--- src/rtl/add_seq_multiword.sv ---
// add_seq_multiword
//
// Multi-cycle, multi-operand adder. NARG operands of LEN*WORDS bits arrive
// as WORDS beats of LEN bits, least significant word first. The carry from
// each beat is held in a register and added into the next one. Every accepted
// input beat produces exactly one output beat one cycle later.
//
// Parameters:
//   LEN    word width per beat
//   NARG   operand count (2..4)
//   WORDS  beats per transaction (>=1)
//   CW     carry width, derived: 1 for NARG==2, 2 otherwise
//
// Ports:
//   clk, rst     clock and synchronous active-high reset
//   in_valid     input beat valid
//   in_ready     input beat accepted when in_valid & in_ready
//   A            packed operands, operand k = A[k*LEN +: LEN]
//   IC           carry-in, used only on the first beat of a transaction
//   out_valid    output beat valid
//   out_ready    downstream accepts when out_valid & out_ready
//   Y            sum word for this beat
//   out_last     high on the final beat of a transaction
//   OC           unsigned carry-out of the whole sum (last beat only, else 0)
//   OVF          signed overflow of the whole sum (last beat only, else 0)
//
// Optional build macro ADD_OVF_STICKY_EN adds:
//   ovf_clr      clears the sticky overflow flag
//   ovf_sticky   set by any last beat reporting OVF; set beats clear

module add_seq_multiword #(
    parameter  int LEN   = 16,
    parameter  int NARG  = 2,
    parameter  int WORDS = 4,
    localparam int CW    = (NARG == 2) ? 1 : 2
) (
    input  logic                clk,
    input  logic                rst,
    input  logic                in_valid,
    output logic                in_ready,
    input  logic [NARG*LEN-1:0] A,
    input  logic [CW-1:0]       IC,
    output logic                out_valid,
    input  logic                out_ready,
    output logic [LEN-1:0]      Y,
    output logic                out_last,
    output logic [CW-1:0]       OC,
    output logic                OVF
`ifdef ADD_OVF_STICKY_EN
    ,
    input  logic                ovf_clr,
    output logic                ovf_sticky
`endif
);

    localparam int BW = (WORDS > 1) ? $clog2(WORDS) : 1;
    localparam logic [BW-1:0] LAST_BEAT = BW'(WORDS - 1);
    localparam int SW = LEN + CW;

    logic [BW-1:0] beat_cnt;
    logic [CW-1:0] carry_q;
    logic          accept;
    logic          first_beat;
    logic          last_beat;
    logic [CW-1:0] cin;
    logic [SW-1:0] sum_full;
    logic [CW:0]   neg_cnt;
    logic [CW:0]   upper_signed;
    logic          ovf_next;

    // The single output register frees up whenever it is empty or being drained.
    assign in_ready   = !out_valid || out_ready;
    assign accept     = in_valid && in_ready;
    assign first_beat = (beat_cnt == '0);
    assign last_beat  = (beat_cnt == LAST_BEAT);
    assign cin        = first_beat ? IC : carry_q;

    // Unsigned sum of this beat's words plus the incoming carry. The signed
    // view of the top word is derived from the same sum: sign-extending each
    // negative operand subtracts one from the bits above LEN, so the upper
    // signed bits are the unsigned carry minus the count of negative words.
    // Overflow means those upper bits are not a pure sign extension of the
    // result word.
    always_comb begin
        sum_full = SW'(cin);
        neg_cnt  = '0;
        for (int k = 0; k < NARG; k++) begin
            sum_full = sum_full + SW'(A[k*LEN +: LEN]);
            neg_cnt  = neg_cnt + (CW+1)'(A[k*LEN + LEN - 1]);
        end
        upper_signed = {1'b0, sum_full[SW-1:LEN]} - neg_cnt;
        ovf_next     = (upper_signed != {(CW+1){sum_full[LEN-1]}});
    end

    // Beat counter, carry register and output register. A stalled output
    // holds everything; a drained output with nothing new just drops valid.
    always_ff @(posedge clk) begin
        if (rst) begin
            beat_cnt  <= '0;
            carry_q   <= '0;
            out_valid <= 1'b0;
            Y         <= '0;
            out_last  <= 1'b0;
            OC        <= '0;
            OVF       <= 1'b0;
        end else if (accept) begin
            Y         <= sum_full[LEN-1:0];
            carry_q   <= sum_full[SW-1:LEN];
            out_valid <= 1'b1;
            out_last  <= last_beat;
            if (last_beat) begin
                beat_cnt <= '0;
                OC       <= sum_full[SW-1:LEN];
                OVF      <= ovf_next;
            end else begin
                beat_cnt <= beat_cnt + 1'b1;
                OC       <= '0;
                OVF      <= 1'b0;
            end
        end else if (out_ready) begin
            out_valid <= 1'b0;
        end
    end

`ifdef ADD_OVF_STICKY_EN
    // Sticky overflow flag. A setting event in the same cycle as a clear
    // request wins, so an overflow is never silently lost.
    always_ff @(posedge clk) begin
        if (rst) begin
            ovf_sticky <= 1'b0;
        end else if (accept && last_beat && ovf_next) begin
            ovf_sticky <= 1'b1;
        end else if (ovf_clr) begin
            ovf_sticky <= 1'b0;
        end
    end
`endif

endmodule

--- config.mk ---
export PLATFORM = sky130hd
export DESIGN_NAME = add_seq_multiword
export DESIGN_NICKNAME = d
export VERILOG_FILES = /design/src/rtl/add_seq_multiword.sv
export SDC_FILE = /design/constraint.sdc
export NUM_CORES = 1
export LEC_CHECK = 0
export BUFFER_PORTS_ARGS = -buffer_cell sky130_fd_sc_hd__buf_4
export CELL_PAD_IN_SITES_DETAIL_PLACEMENT = 2
export CELL_PAD_IN_SITES_GLOBAL_PLACEMENT = 2
export CORE_AREA = 2 2 79 96
export DETAILED_ROUTE_END_ITERATION = 12
export DIE_AREA = 0 0 81 98
export PLACE_DENSITY = 0.79
export SYNTH_ARGS = -nofsm -noshare
export SYNTH_HDL_FRONTEND = slang
export SYNTH_SLANG_ARGS = --single-unit
--- constraint.sdc ---
create_clock -name clk -period 3.5 [get_ports clk]
set_input_delay 0.175 -clock clk [delete_from_list [all_inputs] [get_ports clk]]
set_output_delay 0.175 -clock clk [all_outputs]
set_load 0.03 [all_outputs]
==> metrics.md <==
| Metric | Value |
|---|---|
| Outcome | `finished, final reports clean` |
| Crit end category | `flip-flop` |
| Compound-cell area share of the yosys netlist | `0.245` |
| Final wirelength | `between 5000 and 6000 um` |
| Comb power frac | `0.440` |
| CTS sink count | `23` |
| Worst setup SP type | `flip-flop` |
| Post-route cell area | `0.00243 mm^2` |
| Peak VDD IR | `0.139 mV` |
| Via count | `between 1500 and 2000` |
| Syn avg cell area | `8.19 um^2` |
| Top cell by count, worst path | `fa_2` |
| Placed cell area | `0.00223 mm^2` |
| Final nets | `about 330` |
| Top layer in use | `met4` |
| P_sw | `0.311 mW` |
| Slew Limit Fails | `0` |
| Worst min path class | `in2reg` |
| Largest family of logic cells by synthesized area | `compound AO/OA/AOI/OAI gates` |
| Seq/Total Area, Yosys | `0.273` |
| PD cells | `348 mW/mm^2` |
| Mux cell area share after synthesis | `0.00667` |
| Layout cells sized above 1 | `0.349` |
| Post-layout min period | `around 3.4 ns` |
| Req. time, crit path | `about 3.7 ns` |
| Clock group share of total power | `0.207` |
| Global route total overflow | `0` |
| TritonCTS buffer count | `3` |
| Crit path cell chain | `inv_2 > ha_4 > mux2_4 > fa_2 > fa_2 > a21oi_2 > o211ai_1 > nand4_1 > a31oi_2 > nor2_2 > fa_1 > nand2b_4 > nor4_4 > o31ai_1` |
| Synth Instances | `roughly 200` |
| Final setup skew | `0.00348 ns` |
| Worst-Skew Late Latency | `~0.27 ns` |
| PortBufs | `between 50 and 60` |
| RSZ-0062 raised after global routing | `yes` |
| Core Region | `approximately 0.0071 mm^2` |
| Antenna Cells | `0` |
| #FFs+latches synth | `23` |
| Hold_ws | `about 0.15 ns` |
| GPL Wtd Cong | `around 0.75` |
| Synthesis-to-layout area growth | `43.9%` |
| Die ar. | `approximately 0.0079 mm^2` |
| Hold Path Cell Cnt | `3` |
| Internal power | `0.534 mW` |
| Worst Path Max Fanout | `3` |
| CP arrival | `3.61 ns` |
| Final setup vio count | `0` |
| Pin count of the biggest net entering global routing | `33` |
| Slew @ Worst Pin | `just under 0.9 ns` |
| GRT Util Overall | `0.148` |
| First-pass GRT wire length | `between 9000 and 10000 um` |
| Die Y | `slightly below 100 um` |
| CTS tree | `yes` |
| Root buf cell | `clkbuf_8` |
| Met2 wire length | `about 3300 um` |
| Simple-Gate Fraction of Synth Area | `0.229` |
| Worst Reg-to-Reg Cells | `14` |
| Top Ports | `58` |
| Die X | `between 80 and 90 um` |
| Crit-path slowest cell | `fa_1` |
| Critical path class | `reg2reg` |
| Met1 WL | `about 2300 um` |
| Crit-path max cell delay | `~0.46 ns` |
| Achievable Freq | `between 200 and 300 MHz` |
| Yosys cell types | `40` |
| Remaining DRCs | `0` |
| Post-Syn Area | `approximately 0.0017 mm^2` |
| First-pass DRT Iterations | `4` |
| Vias in the first global route | `2012` |
| CTS Buffer Depth | `2` |
| Fillers | `~840` |
| Yosys synthesis warning count | `0` |
| Clock-pin transition on the worst setup and hold timing paths | `~0.090 ns` |
| XOR/XNOR share of the synthesized area | `0.0415` |
| Fin crit share | `0.985` |
| Sw frac | `0.368` |
| DR WL/cell | `15.9 um` |
| Flop pwr share | `0.352` |
| Vias/cell | `4.93` |
| H-tree depth | `1` |
| Antenna-violating nets left | `0` |
| Overall power | `0.846 mW` |
| Met3 wire length | `between 150 and 200 um` |
| Adder-Cell Fraction of Synth Area | `0.169` |
| Row cnt | `34` |
| Slew HR | `0.417` |
| Detailed Route Iter0 Violations | `35` |
| Starting Density | `0.239` |
| Hold Violations, Final | `0` |
| Leakage Power | `about 1.1 nW` |
| Syn Nets | `264` |
| DP HPWL | `around 4500 um` |
| Antenna violations before repair | `0` |
| Max-Cap Viols | `0` |
-- power groups by stage --
stage | logic [mW] | registers [mW] | clock network (mW)
2_1_floorplan | 0.171 | 0.341 | 0
3_3_place_gp | 0.323 | 0.303 | 0
3_5_place_dp | 0.335 | 0.304 | 0
4_1_cts | 0.354 | 0.298 | 0.182
5_1_grt | 0.408 | 0.301 | 0.189
6_report | 0.372 | 0.298 | 0.175
-- critical path, delay by kind of cell (launching register included) --
family | cells | cell delay (ns)
AOI/OAI and AO/OA | 4 | 0.50
adders and majority gates | 4 | 1.37
buffers and inverters | 1 | 0.05
DFF | 1 | 0.36
muxes | 1 | 0.30
and+or+nand+nor | 4 | 0.75
-- layout by cell type (no fill, tap or decap), drive strengths merged, types with 4 or more instances in the layout --
cell	netlist	routed
nand3b	5	5
a21oi	22	22
a211oi	5	5
buf	0	73
nor3	8	8
xnor2	6	6
ha	18	18
nand2	23	23
o21ai	8	8
inv	8	8
nand3	4	4
dfxtp	23	23
a21o	9	9
nor2	15	15
-- metal layers --
layer / global-route usage / vias to the layer above
met5: 0 / -
met1: 0.163 / 876
met4: 0.0326 / 0
li1: - / 885
met3: 0.0120 / 4
met2: 0.296 / 35
-- cell usage after synthesis --
cell / number / share of area
and2_1: 1 / 0.0037
o211ai_1: 2 / 0.0089
o311a_1: 1 / 0.0059
nor3_1: 8 / 0.024
o21ai_1: 1 / 0.0030
o31ai_1: 2 / 0.0089
or4_1: 1 / 0.0044
a21oi_1: 22 / 0.065
inv_1: 8 / 0.018
nor4b_1: 3 / 0.016
a211o_1: 3 / 0.016
fa_1: 3 / 0.036
a21o_1: 9 / 0.040
nand3b_1: 5 / 0.022
and3_1: 3 / 0.011
or2_2: 1 / 0.0037
nand2_2: 1 / 0.0037
or3_1: 1 / 0.0037
nor2_1: 15 / 0.033
nand2_1: 22 / 0.049
nand2b_1: 3 / 0.011
a31oi_1: 3 / 0.011
nor4_1: 2 / 0.0074
a31o_2: 1 / 0.0052
nand4_1: 3 / 0.011
a211oi_2: 1 / 0.0074
o21bai_1: 2 / 0.0089
xor2_1: 2 / 0.010
nand3_1: 4 / 0.012
mux2_2: 1 / 0.0067
a211oi_1: 4 / 0.018
xnor2_1: 6 / 0.031
clkbuf_1: 8 / 0.018
dfxtp_1: 23 / 0.27
o2111ai_2: 1 / 0.0089
o21ai_0: 7 / 0.021
nor3b_1: 3 / 0.013
a221oi_1: 1 / 0.0052
ha_1: 18 / 0.13
o31ai_4: 1 / 0.013
-- area by class of cell --
cell class	instances	area [um^2]	share of cell area
inverters	8	30.0	0.0124
clock inverters	1	5.00	0.00206
well taps	90	113	0.0464
clock buffers	3	41.3	0.0170
flip-flops and latches	23	463	0.191
repair buffers	73	548	0.226
multi-input cells	167	1230	0.506
-- cells by family after synthesis --
| family | after synthesis |
|---|---|
| AND/OR/NAND/NOR | 76 |
| AO/OA/AOI/OAI | 61 |
| flip-flops | 23 |
| adder cells (fa/ha/maj) | 21 |
| buffers and inverters | 16 |
| XOR/XNOR | 8 |
| multiplexers | 1 |
-- registers in the layout (all words and copies together) (netlist names) --
name	cells
carry_q	1
out_last	1
OC	1
out_valid	1
beat_cnt	2
OVF	1
Y	16
-- path summary, 6_finish.rpt --
path	startpoint	endpoint	slack, ns
max	beat_cnt[1]	OVF	0.05
min	in_valid	out_valid	0.15
max reg2reg	beat_cnt[1]	OVF	0.05
min reg2reg	Y[6]	Y[6]	0.46
-- what timing repair did --
item	CTS	global route
resized for setup	3	13
hold buffers	0	0
buffers inserted	8	4
pin swaps	2	11
setup endpoints to repair	1	3
cloned	0	0
-- per-stage QoR --
step	utilization	instances	TNS (ns)	setup WS, ns
final	0.344	365	0	0.0520
after global placement	0.316	349	0	0.136
after detailed placement	0.316	349	-0.0718	-0.0718
after CTS	0.332	361	0	0.0433
after floorplan	-	206	0	0.150
after global routing	0.344	365	-0.177	-0.125
Power figures use the tool's default switching activity.
